File: src/rtl/uart_hex_dumper_pkg.sv
// Shared constants, FSM encoding and the nibble-to-ASCII helper for the hex dumper.
package uart_hex_dumper_pkg;

  localparam logic [7:0] CHR_CR = 8'h0D;
  localparam logic [7:0] CHR_LF = 8'h0A;
  localparam logic [7:0] CHR_SP = 8'h20;
  localparam logic [7:0] CHR_0  = 8'h30;

  typedef enum logic [2:0] {
    ST_IDLE      = 3'd0,
    ST_LOAD      = 3'd1,
    ST_STROBE    = 3'd2,
    ST_WAIT_ACT  = 3'd3,
    ST_WAIT_DONE = 3'd4,
    ST_WAIT_CLR  = 3'd5
  } state_t;

  // Render one nibble as an ASCII hex digit; letter case chosen by 'upper'.
  function automatic logic [7:0] hex_char(input logic [3:0] nib, input logic upper);
    logic [7:0] letter_base;
    letter_base = upper ? 8'h41 : 8'h61;
    if (nib < 4'd10) begin
      hex_char = CHR_0 + {4'd0, nib};
    end else begin
      hex_char = letter_base + {4'd0, nib} - 8'd10;
    end
  endfunction

endpackage

File: src/rtl/uart_hex_dumper_sync_fifo.sv
// Single-clock first-word-fall-through FIFO; pointers carry one extra wrap bit
// so full and empty are distinguishable without a counter.
module sync_fifo #(
  parameter int unsigned WIDTH = 9,
  parameter int unsigned DEPTH = 16
) (
  input  logic             clk,
  input  logic             rst_n,
  input  logic             wr_en,
  input  logic [WIDTH-1:0] wr_data,
  input  logic             rd_en,
  output logic [WIDTH-1:0] rd_data,
  output logic             full,
  output logic             empty
);

  localparam int unsigned AW = $clog2(DEPTH);

  logic [WIDTH-1:0] mem_r [DEPTH];
  logic [AW:0]      wr_ptr_r;
  logic [AW:0]      rd_ptr_r;
  logic             do_wr_s;
  logic             do_rd_s;

  assign full    = (wr_ptr_r[AW] != rd_ptr_r[AW]) && (wr_ptr_r[AW-1:0] == rd_ptr_r[AW-1:0]);
  assign empty   = (wr_ptr_r == rd_ptr_r);
  assign do_wr_s = wr_en && !full;
  assign do_rd_s = rd_en && !empty;
  assign rd_data = mem_r[rd_ptr_r[AW-1:0]];

  // Storage array: written on accepted pushes only, no reset needed.
  always_ff @(posedge clk) begin
    if (do_wr_s) begin
      mem_r[wr_ptr_r[AW-1:0]] <= wr_data;
    end
  end

  // Read and write pointers, wrapping naturally modulo 2*DEPTH.
  always_ff @(posedge clk or negedge rst_n) begin
    if (!rst_n) begin
      wr_ptr_r <= '0;
      rd_ptr_r <= '0;
    end else begin
      if (do_wr_s) begin
        wr_ptr_r <= wr_ptr_r + 1'b1;
      end
      if (do_rd_s) begin
        rd_ptr_r <= rd_ptr_r + 1'b1;
      end
    end
  end

endmodule

File: src/rtl/uart_hex_dumper.sv
// Byte-stream to ASCII hex dumper feeding a UART transmitter one char at a time.
// Each byte becomes HI, LO and either a space or CR LF at end of frame / line.
module uart_hex_dumper #(
  parameter int unsigned FIFO_DEPTH     = 16,
  parameter int unsigned BYTES_PER_LINE = 16,
  parameter bit          UPPERCASE      = 1'b1
) (
  input  logic       i_Clock,
  input  logic       i_Reset_n,
  input  logic       i_Data_DV,
  input  logic [7:0] i_Data_Byte,
  input  logic       i_Data_Last,
  output logic       o_Data_Ready,
  output logic       o_Overflow,
  output logic       o_TX_DV,
  output logic [7:0] o_TX_Byte,
  input  logic       i_TX_Active,
  input  logic       i_TX_Done,
  output logic       o_Busy
);
  import uart_hex_dumper_pkg::*;

  localparam logic [8:0] BPL_W = 9'(BYTES_PER_LINE);

  state_t     state_r;
  logic [7:0] byte_r;
  logic       eol_r;
  logic [1:0] idx_r;
  logic [7:0] line_cnt_r;
  logic       tx_dv_r;
  logic [7:0] tx_byte_r;
  logic       overflow_r;

  logic       fifo_full_s;
  logic       fifo_empty_s;
  logic [8:0] fifo_rd_s;
  logic       push_s;
  logic       pop_s;
  logic       eol_s;
  logic [1:0] last_idx_s;
  logic [7:0] char_s;

  assign push_s       = i_Data_DV && !fifo_full_s;
  assign pop_s        = (state_r == ST_IDLE) && !fifo_empty_s;
  assign eol_s        = fifo_rd_s[8] || (({1'b0, line_cnt_r} + 9'd1) == BPL_W);
  assign last_idx_s   = eol_r ? 2'd3 : 2'd2;
  assign o_Data_Ready = !fifo_full_s;
  assign o_Busy       = !fifo_empty_s || (state_r != ST_IDLE);
  assign o_TX_DV      = tx_dv_r;
  assign o_TX_Byte    = tx_byte_r;
  assign o_Overflow   = overflow_r;

  sync_fifo #(
    .WIDTH (9),
    .DEPTH (FIFO_DEPTH)
  ) u_fifo (
    .clk     (i_Clock),
    .rst_n   (i_Reset_n),
    .wr_en   (push_s),
    .wr_data ({i_Data_Last, i_Data_Byte}),
    .rd_en   (pop_s),
    .rd_data (fifo_rd_s),
    .full    (fifo_full_s),
    .empty   (fifo_empty_s)
  );

  // Select the character for the current position in the per-byte sequence.
  always_comb begin
    char_s = 8'h00;
    case (idx_r)
      2'd0:    char_s = hex_char(byte_r[7:4], UPPERCASE);
      2'd1:    char_s = hex_char(byte_r[3:0], UPPERCASE);
      2'd2:    char_s = eol_r ? CHR_CR : CHR_SP;
      2'd3:    char_s = CHR_LF;
      default: char_s = 8'h00;
    endcase
  end

  // Sticky overflow flag: any valid byte offered while the FIFO is full.
  always_ff @(posedge i_Clock or negedge i_Reset_n) begin
    if (!i_Reset_n) begin
      overflow_r <= 1'b0;
    end else if (i_Data_DV && fifo_full_s) begin
      overflow_r <= 1'b1;
    end
  end

  // Char sequencer: waits for Done to fall before the next strobe so every
  // strobe lands while the transmitter is idle.
  always_ff @(posedge i_Clock or negedge i_Reset_n) begin
    if (!i_Reset_n) begin
      state_r    <= ST_IDLE;
      byte_r     <= 8'h00;
      eol_r      <= 1'b0;
      idx_r      <= 2'd0;
      line_cnt_r <= 8'd0;
      tx_dv_r    <= 1'b0;
      tx_byte_r  <= 8'h00;
    end else begin
      case (state_r)
        ST_IDLE: begin
          tx_dv_r <= 1'b0;
          if (!fifo_empty_s) begin
            byte_r     <= fifo_rd_s[7:0];
            eol_r      <= eol_s;
            idx_r      <= 2'd0;
            line_cnt_r <= eol_s ? 8'd0 : (line_cnt_r + 8'd1);
            state_r    <= ST_LOAD;
          end
        end
        ST_LOAD: begin
          tx_byte_r <= char_s;
          tx_dv_r   <= 1'b1;
          state_r   <= ST_STROBE;
        end
        ST_STROBE: begin
          tx_dv_r <= 1'b0;
          state_r <= ST_WAIT_ACT;
        end
        ST_WAIT_ACT: begin
          if (i_TX_Active) begin
            state_r <= ST_WAIT_DONE;
          end
        end
        ST_WAIT_DONE: begin
          if (i_TX_Done) begin
            state_r <= ST_WAIT_CLR;
          end
        end
        ST_WAIT_CLR: begin
          if (!i_TX_Done) begin
            if (idx_r < last_idx_s) begin
              idx_r   <= idx_r + 2'd1;
              state_r <= ST_LOAD;
            end else begin
              state_r <= ST_IDLE;
            end
          end
        end
        default: begin
          tx_dv_r <= 1'b0;
          state_r <= ST_IDLE;
        end
      endcase
    end
  end

endmodule
File: config.mk
export PLATFORM = sky130hd
export DESIGN_NAME = uart_hex_dumper
export DESIGN_NICKNAME = d
export VERILOG_FILES = /design/src/rtl/uart_hex_dumper_pkg.sv /design/src/rtl/uart_hex_dumper_sync_fifo.sv /design/src/rtl/uart_hex_dumper.sv
export SDC_FILE = /design/constraint.sdc
export NUM_CORES = 1
export LEC_CHECK = 0
export CAP_MARGIN = 20
export CORE_ASPECT_RATIO = 0.8
export CORE_MARGIN = 5
export CORE_UTILIZATION = 40
export DETAILED_ROUTE_END_ITERATION = 7
export DONT_BUFFER_PORTS = 1
export PLACE_DENSITY = 0.65
export SYNTH_ARGS = -nofsm -noshare
export SYNTH_HDL_FRONTEND = slang
export SYNTH_SLANG_ARGS = --single-unit
File: constraint.sdc
create_clock -name i_Clock -period 3.5 [get_ports i_Clock]
set_input_delay 0.35 -clock i_Clock [delete_from_list [all_inputs] [get_ports i_Clock]]
set_output_delay 0.35 -clock i_Clock [all_outputs]
set_load 0.05 [all_outputs]
==> results of run 1 <==
## metrics by stage
step           cells  total power [mW]
2_1_floorplan    459              5.14
3_3_place_gp     723              5.60
3_5_place_dp     723              5.67
4_1_cts          770              7.55
5_1_grt          777              7.91
6_report         777              7.52
## metal layers
layer / global-route usage / vias up / share of wire
met3: 0.0465 / 12 / 0.075
met4: 0.0482 / 0 / 0.012
met1: 0.214 / 2181 / 0.46
met5: 0 / - / 0
met2: 0.231 / 153 / 0.45
li1: - / 1912 / -
## worst max-delay path by stage
stage                                              start                       endpoint  slack (ps)  depth (start not counted)
after CTS                 u_fifo.rd_ptr_r[0]$_DFFE_PN0P_          byte_r[4]$_DFFE_PN0P_         690                          5
after detailed placement  u_fifo.rd_ptr_r[0]$_DFFE_PN0P_          byte_r[4]$_DFFE_PN0P_         700                          5
final                     u_fifo.rd_ptr_r[0]$_DFFE_PN0P_          byte_r[4]$_DFFE_PN0P_         720                          5
after global placement    u_fifo.rd_ptr_r[0]$_DFFE_PN0P_          byte_r[4]$_DFFE_PN0P_         760                          5
after global routing      u_fifo.wr_ptr_r[3]$_DFFE_PN0P_  u_fifo.mem_r[13][4]$_DFFE_PP_         570                          5
after floorplan           u_fifo.rd_ptr_r[0]$_DFFE_PN0P_   u_fifo.mem_r[4][0]$_DFFE_PP_         830                          8
## final cells by class
cell class              instances  area [µm²]  area share
clock buffers                  18         429      0.0469
clock inverters                14         129      0.0141
inverters                      16        60.1     0.00656
multi-input cells             235        2440       0.267
flip-flops and latches        185        5350       0.585
well taps                     264         330      0.0361
repair buffers                 45         410      0.0449
## cells in the final DEF (no fill, tap or decap), drive strengths merged, types with 3 or more instances in the layout
master and count:
dlygate4sd3 21, and3 5, nor3b 5, xor2 3, o21ai 21, nand2b 4
inv 25, mux2i 3, mux2 11, mux4 43, buf 24, a31oi 5
nor4b 4, nor2b 4, nand2 20, clkbuf 18, nand3 10, edfxtp 144
nor2 12, dfrtp 41, clkinv 4, a22o 6, xnor2 15, nor3 4
nand4 4, and2 5, ha 12, a21oi 13
## sequential cells by signal, indices dropped and copies added (netlist names)
name,cells
idx_r,2
state_r,3
u_fifo.wr_ptr_r,5
line_cnt_r,8
eol_r,1
o_Overflow,1
u_fifo.mem_r,144
o_TX_Byte,7
byte_r,8
u_fifo.rd_ptr_r,5
o_TX_DV,1
## kinds of logic after synthesis
kind of cell,share of synthesized area
AO/OA/AOI/OAI,0.0500
XOR/XNOR,0.0197
adder cells (fa/ha/maj),0.0188
buffers and inverters,0.0282
flip-flops,0.670
multiplexers,0.155
other,0.000469
AND/OR/NAND/NOR,0.0587
## power breakdown
part | switching [mW] | leakage, nW | internal (mW)
Clock | 0.893 | 0.273 | 0.943
Sequential | 0.547 | 1.80 | 2.75
Combinational | 1.20 | 1.14 | 1.18
==> impl_metrics.csv, run 1 <==
group,metric,value,unit
timing,max-slew-margin-rel,0.416,
cts,cts_hold_bufs,15,
synth,netlist_top_cells_area,"sky130_fd_sc_hd__edfxtp_1 (54%), sky130_fd_sc_hd__dfrtp_1 (13%), sky130_fd_sc_hd__mux4_1 (7.2%), sky130_fd_sc_hd__mux4_2 (5.9%), sky130_fd_sc_hd__ha_1 (1.9%)",
cts,clockBufferDepth,2,
finish,design_area,9150,µm²
synth,top_cell_type_s_share_of_synthesized_area,0.541,
placement,hpwlAfterDp,10.6,mm
critical_path,crit_path_start_kind,"flop",
cts,cts_made_buffers,17,
worst_hold_path,holdCritPathClass,"in2reg",
worst_hold_path,hold_path_depth,0,
critical_path,cpMostUsedCell,"sky130_fd_sc_hd__buf_4",
worst_hold_path,min-delay-start,"i_Data_Byte[2]",
global_route,track_usage,0.153,
route,route.detailed.wl_per_inst,22.0,µm
global_route,global_route.overflow_total,0,
timing,final.setup_skew,7.71,ps
route,drc,0,
timing,post-route-period-util,0.793,
timing,max_clock_freq,360,MHz
timing,worstMarginPinSlew,867,ps
critical_path,r2r.worst_path.cells,5,
route,avgViaCountPerCell,5.48,
critical_path,crit-reg2reg-capture,"byte_r[4]$_DFFE_PN0P_",
cts,clkTransAtPathRegs,70,ps
timing,timing.final.hold_violations,0,
global_route,grt_start_max_net_pins,42,
global_route,grt_pass1_vias,4280,
cts,worstSkewPairLatency,430,ps
power,cellPowerDensity,821,nW/µm²
critical_path,worst-endpoint-arrival,3090,ps
placement,placement.io_buffers,0,
synth,synth.net_count,485,
synth,yosys_warnings,0,
timing,finalSetupViolations,0,
die,die_width,168,µm
timing,total_neg_setup_slack,0,ps
route,initialDrtViolationCount,457,
synth,synthesis.area,7990,µm²
power,ir_worst_vdd,449,µV
cts,cts_root_buffer,"sky130_fd_sc_hd__clkbuf_16",
synth,synth_cell_types,54,
die,dieHeight,136,µm
finish,final_nets,526,
route,detailedRoute.firstPassIterationCount,5,
finish,area.growth.synth_to_final,14.5,%
critical_path,crit_type,"reg2reg",
finish,layout.core_utilization,0.463,
cts,tritoncts_clock_tree,"built",
timing,hold-worst-slack,18.6,ps
die,core_region_area,19700,µm²
critical_path,timing.critical_path.max_delay_family,"multiplexers",
power,leakage,3.22,nW
run,cap_violations,0,
global_route,antenna_found_initial,2,
cts,cts_setup_buffers,0,
placement,gpl.final_weighted_congestion,0.785,
critical_path,worstPathMaxFanout,16,
die,io_pins,26,
global_route,wire_length_of_the_first_global_routing_pass,25.9,mm
synth,synth_area_per_cell,17.4,µm²
critical_path,critical_path.max_stage_delay,630,ps
die,fp.dieArea,22900,µm²
critical_path,data_required_time_at_the_worst_endpoint,3820,ps
route,detail-route-antenna-nets,0,
synth,ys_top_cells_by_count,"sky130_fd_sc_hd__edfxtp_1 (144), sky130_fd_sc_hd__dfrtp_1 (41), sky130_fd_sc_hd__mux4_1 (22)",
synth,synth_sequential_area_ratio,0.670,
timing,slew_violations,0,
finish,insertedDiodeCount,0,
critical_path,minimum_setup_slack_among_reg_to_reg_paths,720,ps
critical_path,crit_buf_inv,2,
synth,synth-main-ff-cell,"sky130_fd_sc_hd__edfxtp_1",
synth,asyncSetResetFlopFracSynth,0.222,
critical_path,critical_path.reg2reg.startpoint,"u_fifo.rd_ptr_r[0]$_DFFE_PN0P_",
timing,fin_crit,2780,ps
critical_path,slowest_stage,"sky130_fd_sc_hd__dfrtp_2",
timing,grt_setup_unrepaired,"false",
synth,yosys.cell_count.top_type,"sky130_fd_sc_hd__edfxtp_1",
placement,postPlaceCellArea,8350,µm²
placement,preCtsSetupSlack,701,ps
finish,final_layout_size_suffix_gt1_frac,0.191,
die,floorplan.rows,46,
finish,layout.filler_cells,1677,
synth,yosys.area.top_type,"sky130_fd_sc_hd__edfxtp_1",
timing,timing.final.ws_setup,724,ps
route,routed_wirelength,17.1,mm
critical_path,crit_path_cell_trace,"buf_4 -> buf_4 -> mux4_1 -> mux4_2 -> mux2_4",
synth,synthesis.instances,459,
cts,clock_sink_count,185,
synth,synth_edf_count,144,
worst_hold_path,worst_hold_path.endpoint,"u_fifo.mem_r[2][2]$_DFFE_PP_",
cts,cts_resized,0,
critical_path,endpoint_class_of_the_critical_path,"flop",
cts,ctsHtreeMaxLevel,4,
die,initial_utilization,0.405,
synth,ys_seq_elements,185,
route,num_vias,4258,
outcome,run_status,"finished, final reports clean",
Power figures use the tool's default switching activity.
==> run 2: changes to the inputs <==
--- a/config.mk
+++ b/config.mk
@@ -11,7 +11,7 @@
 export CORE_UTILIZATION = 40
 export DETAILED_ROUTE_END_ITERATION = 7
 export DONT_BUFFER_PORTS = 1
-export PLACE_DENSITY = 0.65
+export PLACE_DENSITY = 0.67
 export SYNTH_ARGS = -nofsm -noshare
 export SYNTH_HDL_FRONTEND = slang
 export SYNTH_SLANG_ARGS = --single-unit
==> constraint.sdc (replaced) <==
create_clock -name i_Clock -period 2.3 [get_ports i_Clock]
set_input_delay 0.23 -clock i_Clock [delete_from_list [all_inputs] [get_ports i_Clock]]
set_output_delay 0.23 -clock i_Clock [all_outputs]
set_load 0.05 [all_outputs]
==> run 2 against run 1 <==
Clock power is 52% higher. Setup slack worse by 650 ps. Sequential share of layout area is 0.91 points lower. Largest power group unchanged. Total power rose by 56%. Final area grew 1.6%.
==> impl_metrics.csv, run 2 (same netlist as run 1, synthesis figures left out) <==
group,metric,value,unit
critical_path,endpoint_class_of_the_critical_path,"flop",
cts,cts_setup_buffers,0,
critical_path,r2r.worst_path.cells,4,
finish,multi_input_area,2490,µm²
timing,hold-worst-slack,24.6,ps
timing,grt_setup_unrepaired,"false",
outcome,run_status,"finished, final reports clean",
power,cellPowerDensity,1260,nW/µm²
global_route,wire_length_of_the_first_global_routing_pass,25.4,mm
route,detailedRoute.firstPassIterationCount,5,
finish,largest_reg_flops,144,
die,die_width,168,µm
die,initial_utilization,0.405,
critical_path,minimum_setup_slack_among_reg_to_reg_paths,80,ps
route,routed_wirelength,16.4,mm
placement,preCtsSetupSlack,94.9,ps
timing,worstMarginPinSlew,554,ps
route,route.detailed.wl_per_inst,20.8,µm
cts,clkTransAtPathRegs,70,ps
timing,max_clock_freq,450,MHz
cts,clock_sink_count,185,
power,ir_worst_vdd,755,µV
worst_hold_path,worst_hold_path.endpoint,"state_r[1]$_DFFE_PN0P_",
die,io_pins,26,
finish,layout.area.seq,5350,µm²
critical_path,worst-endpoint-arrival,2540,ps
critical_path,data_required_time_at_the_worst_endpoint,2610,ps
timing,timing.final.hold_violations,0,
finish,final_layout_size_suffix_gt1_frac,0.232,
cts,tritoncts_clock_tree,"built",
die,fp.dieArea,22900,µm²
die,core_region_area,19700,µm²
global_route,grt_start_max_net_pins,42,
finish,design_area,9300,µm²
cts,ctsHtreeMaxLevel,4,
finish,insertedDiodeCount,0,
critical_path,crit-reg2reg-capture,"byte_r[6]$_DFFE_PN0P_",
critical_path,crit_type,"reg2reg",
die,floorplan.rows,46,
placement,postPlaceCellArea,8590,µm²
critical_path,crit_path_start_kind,"flop",
timing,post-route-period-util,0.967,
timing,final.setup_skew,12.1,ps
worst_hold_path,hold_path_depth,2,
worst_hold_path,holdCritPathClass,"in2reg",
cts,cts_root_buffer,"sky130_fd_sc_hd__clkbuf_16",
timing,fin_crit,2220,ps
finish,layout_commonest_cell,"sky130_fd_sc_hd__edfxtp_1",
finish,layout_common_cells,"sky130_fd_sc_hd__edfxtp_1 (144), sky130_fd_sc_hd__dfrtp_1 (40), sky130_fd_sc_hd__buf_4 (38)",
route,drc,0,
finish,final_nets,535,
placement,gpl.final_weighted_congestion,0.800,
power,leakage,3.31,nW
global_route,grt_pass1_vias,4260,
timing,max-slew-margin-rel,0.621,
die,dieHeight,136,µm
placement,placement.io_buffers,0,
global_route,antenna_found_initial,1,
critical_path,worstPathMaxFanout,24,
worst_hold_path,min-delay-start,"i_TX_Active",
placement,number_of_cells_in_the_design_after_placement,742,
global_route,track_usage,0.150,
cts,clockBufferDepth,2,
run,cap_violations,0,
global_route,global_route.overflow_total,0,
critical_path,critical_path.reg2reg.startpoint,"u_fifo.rd_ptr_r[0]$_DFFE_PN0P_",
route,avgViaCountPerCell,5.40,
timing,timing.final.ws_setup,75.4,ps
cts,cts_made_buffers,17,
finish,layout.filler_cells,1635,
timing,finalSetupViolations,0,
finish,area.growth.synth_to_final,16.3,%
route,detail-route-antenna-nets,0,
placement,hpwlAfterDp,10.4,mm
timing,slew_violations,0,
route,initialDrtViolationCount,338,
finish,finish.cell_count_without_fillers,786,
route,num_vias,4241,
cts,worstSkewPairLatency,430,ps
[run 2: cell type report]
cell class / count / area share
repair buffers: 54 / 0.0541
well taps: 264 / 0.0355
clock buffers: 18 / 0.0462
multi-input cells: 235 / 0.267
clock inverters: 14 / 0.0145
inverters: 16 / 0.00646
flip-flops and latches: 185 / 0.576
[run 2: how the worst max path moves through the flow]
stage | endpoint | startpoint | cells after the start
6_report | byte_r[6]$_DFFE_PN0P_ | u_fifo.rd_ptr_r[0]$_DFFE_PN0P_ | 4
5_1_grt | byte_r[6]$_DFFE_PN0P_ | u_fifo.rd_ptr_r[0]$_DFFE_PN0P_ | 4
4_1_cts | byte_r[6]$_DFFE_PN0P_ | u_fifo.rd_ptr_r[0]$_DFFE_PN0P_ | 4
3_5_place_dp | byte_r[6]$_DFFE_PN0P_ | u_fifo.rd_ptr_r[0]$_DFFE_PN0P_ | 4
3_3_place_gp | byte_r[6]$_DFFE_PN0P_ | u_fifo.rd_ptr_r[0]$_DFFE_PN0P_ | 4
2_1_floorplan | u_fifo.mem_r[1][0]$_DFFE_PP_ | u_fifo.rd_ptr_r[0]$_DFFE_PN0P_ | 6
[run 2: critical path: stages, from the launching register on]
cell                      delay, ps
sky130_fd_sc_hd__dfrtp_2        500
sky130_fd_sc_hd__buf_12         260
sky130_fd_sc_hd__mux4_1         590
sky130_fd_sc_hd__mux4_2         480
sky130_fd_sc_hd__mux2_4         270
[run 2: power by group]
group          switching (mW)  leakage (nW)  total, mW  internal, mW
sequential              0.733          1.80       4.92          4.19
clock                    1.28         0.280       2.80          1.52
combinational            2.00          1.23       4.03          2.03
total                    4.01          3.31       11.8          7.74
[run 2: per-layer routing]
metal / global-route usage / part of all wire / vias up
li1: - / - / 1921
met1: 0.207 / 0.45 / 2190
met2: 0.234 / 0.47 / 115
met3: 0.0465 / 0.066 / 13
met4: 0.0365 / 0.0053 / 2
met5: 0 / 0.00079 / -
[run 2: metrics by stage]
stage / total power [mW] / util / TNS, ps
floorplan: 7.88 / - / -7730
global placement: 8.82 / 0.435 / 0
detailed placement: 8.97 / 0.435 / 0
CTS: 11.8 / 0.471 / 0
global route: 12.4 / 0.471 / 0
finish: 11.8 / 0.471 / 0
[run 2: timing repair]
action                                 4_1_cts  5_1_grt
hold buffers                                12        0
setup endpoints to repair                    0        1
resized for setup                            0        1
endpoints found under the hold margin      186        0
==> run 3: changes to the inputs <==
--- a/config.mk
+++ b/config.mk
@@ -11,7 +11,7 @@
 export CORE_UTILIZATION = 40
 export DETAILED_ROUTE_END_ITERATION = 7
 export DONT_BUFFER_PORTS = 1
-export PLACE_DENSITY = 0.67
+export PLACE_DENSITY = 0.65
 export SYNTH_ARGS = -nofsm -noshare
 export SYNTH_HDL_FRONTEND = slang
 export SYNTH_SLANG_ARGS = --single-unit
==> constraint.sdc (replaced) <==
create_clock -name i_Clock -period 2.15 [get_ports i_Clock]
set_input_delay 0.215 -clock i_Clock [delete_from_list [all_inputs] [get_ports i_Clock]]
set_output_delay 0.215 -clock i_Clock [all_outputs]
set_load 0.05 [all_outputs]
==> run 3 against run 2 <==
Die area did not move. Utilization rose by 2.0 points. Maximum frequency is 1.8% higher. Clock skew is 2.4 ps higher. Critical path type unchanged. Sequential power up 5.9%. Largest cell class unchanged. Highest routed layer unchanged. Largest power group unchanged. Total power up 15%. Critical path depth grew 1. The flow now finishes with violations (negative setup slack).
==> impl_metrics.csv, run 3 (same netlist as run 1, synthesis figures left out) <==
group,metric,value,unit
outcome,run_status,"complete, but fails checks",
outcome,failed_checks,"negative setup slack",
power,leakage,3.44,nW
critical_path,endpoint_class_of_the_critical_path,"flop",
power,total_power,13.5,mW
finish,finish.cell_count_without_fillers,798,
placement,number_of_cells_in_the_design_after_placement,741,
cts,worstSkewPairLatency,430,ps
finish,final_layout_size_suffix_gt1_frac,0.275,
timing,finalSetupViolations,4,
die,io_pins,26,
timing,max-slew-margin-rel,0.463,
critical_path,worstPathMaxFanout,5,
timing,total_neg_setup_slack,-108,ps
cts,tritoncts_clock_tree,"built",
route,detailedRoute.firstPassIterationCount,4,
placement,hpwlAfterDp,10.2,mm
die,die_width,168,µm
global_route,global_route.overflow_total,0,
power,cellPowerDensity,1390,nW/µm²
die,initial_utilization,0.405,
timing,fin_crit,2190,ps
placement,gpl.final_weighted_congestion,0.806,
timing,timing.final.ws_setup,-35.1,ps
global_route,track_usage,0.148,
global_route,antenna_found_initial,2,
route,num_vias,4295,
timing,post-route-period-util,1.02,
global_route,grt_pass1_vias,4266,
finish,largest_reg_flops,144,
placement,placement.io_buffers,0,
timing,grt_setup_unrepaired,"true",
route,avgViaCountPerCell,5.38,
cts,clock_sink_count,185,
critical_path,data_required_time_at_the_worst_endpoint,2470,ps
run,cap_violations,0,
timing,slew_violations,0,
die,core_region_area,19700,µm²
critical_path,crit_path_start_kind,"flop",
timing,final.setup_skew,14.5,ps
route,route.detailed.wl_per_inst,20.3,µm
finish,layout_commonest_cell,"sky130_fd_sc_hd__edfxtp_1",
route,drc,0,
finish,final_nets,548,
cts,clkTransAtPathRegs,70,ps
cts,ctsHtreeMaxLevel,4,
finish,layout.filler_cells,1592,
die,dieHeight,136,µm
global_route,grt_start_max_net_pins,42,
cts,clockBufferDepth,2,
finish,area.growth.synth_to_final,21.2,%
timing,worstMarginPinSlew,797,ps
critical_path,crit_type,"reg2reg",
route,initialDrtViolationCount,378,
cts,cts_made_buffers,17,
global_route,wire_length_of_the_first_global_routing_pass,25.0,mm
finish,layout_common_cells,"sky130_fd_sc_hd__edfxtp_1 (144), sky130_fd_sc_hd__dfrtp_1 (40), sky130_fd_sc_hd__buf_4 (30)",
cts,cts_root_buffer,"sky130_fd_sc_hd__clkbuf_16",
die,fp.dieArea,22900,µm²
timing,timing.final.hold_violations,0,
route,routed_wirelength,16.2,mm
worst_hold_path,holdCritPathClass,"in2reg",
critical_path,worst-endpoint-arrival,2510,ps
route,detail-route-antenna-nets,0,
die,floorplan.rows,46,
timing,hold-worst-slack,79.9,ps
power,ir_worst_vdd,861,µV
timing,max_clock_freq,458,MHz
finish,insertedDiodeCount,0,
-- run 3: path summary, 6_finish.rpt --
check / startpoint / end / slack [ps] / cells after the start
max in group asynchronous: i_Reset_n / u_fifo.rd_ptr_r[0]$_DFFE_PN0P_ / 1620 / 2
max reg2reg: u_fifo.rd_ptr_r[0]$_DFFE_PN0P_ / byte_r[4]$_DFFE_PN0P_ / -40 / 5
max: u_fifo.rd_ptr_r[0]$_DFFE_PN0P_ / byte_r[4]$_DFFE_PN0P_ / -40 / 5
min reg2reg: line_cnt_r[7]$_DFFE_PN0P_ / line_cnt_r[7]$_DFFE_PN0P_ / 540 / 1
min: i_TX_Active / state_r[2]$_DFFE_PN0P_ / 80 / 2
min in group asynchronous: i_Reset_n / u_fifo.wr_ptr_r[1]$_DFFE_PN0P_ / 310 / 2
-- run 3: power breakdown --
group / internal (mW) / leakage (nW) / switching, mW
combinational: 2.73 / 1.34 / 2.35
clock: 1.76 / 0.291 / 1.40
sequential: 4.48 / 1.80 / 0.731
-- run 3: cell type report --
class | instances | area [µm²] | area share
well taps | 264 | 330 | 0.0341
clock buffers | 17 | 425 | 0.0439
inverters | 16 | 60.1 | 0.00620
multi-input cells | 235 | 2490 | 0.257
flip-flops and latches | 185 | 5350 | 0.553
repair buffers | 67 | 848 | 0.0876
clock inverters | 14 | 174 | 0.0180
-- run 3: worst max-delay path, stage by stage, from the launching register on --
cell                        delay [ps]
sky130_fd_sc_hd__dfrtp_2           480
sky130_fd_sc_hd__buf_12            170
sky130_fd_sc_hd__clkbuf_16         160
sky130_fd_sc_hd__mux4_2            520
sky130_fd_sc_hd__mux4_2            480
sky130_fd_sc_hd__mux2_4            260
-- run 3: metal layers --
| metal | track usage | wire length, µm |
|---|---|---|
| met4 | 0.0401 | 209 |
| met1 | 0.191 | 7020 |
| met5 | 0 | 14 |
| met3 | 0.0413 | 741 |
| met2 | 0.250 | 8240 |
-- run 3: timing repair --
action,4_1_cts,5_1_grt
hold buffers,13,0
gates cloned,2,1
pin swaps,1,5
resized for setup,15,8
hold endpoints to repair,187,0
setup buffers,7,3
endpoints found under the setup margin,11,20
-- run 3: stage by stage --
step	worst slack [ps]	util	instance area, µm²
floorplan	-399	-	8050
global placement	-6.74	0.443	8750
detailed placement	-37.3	0.443	8750
CTS	-27.7	0.487	9620
global route	-81.4	0.490	9680
finish	-35.1	0.490	9680
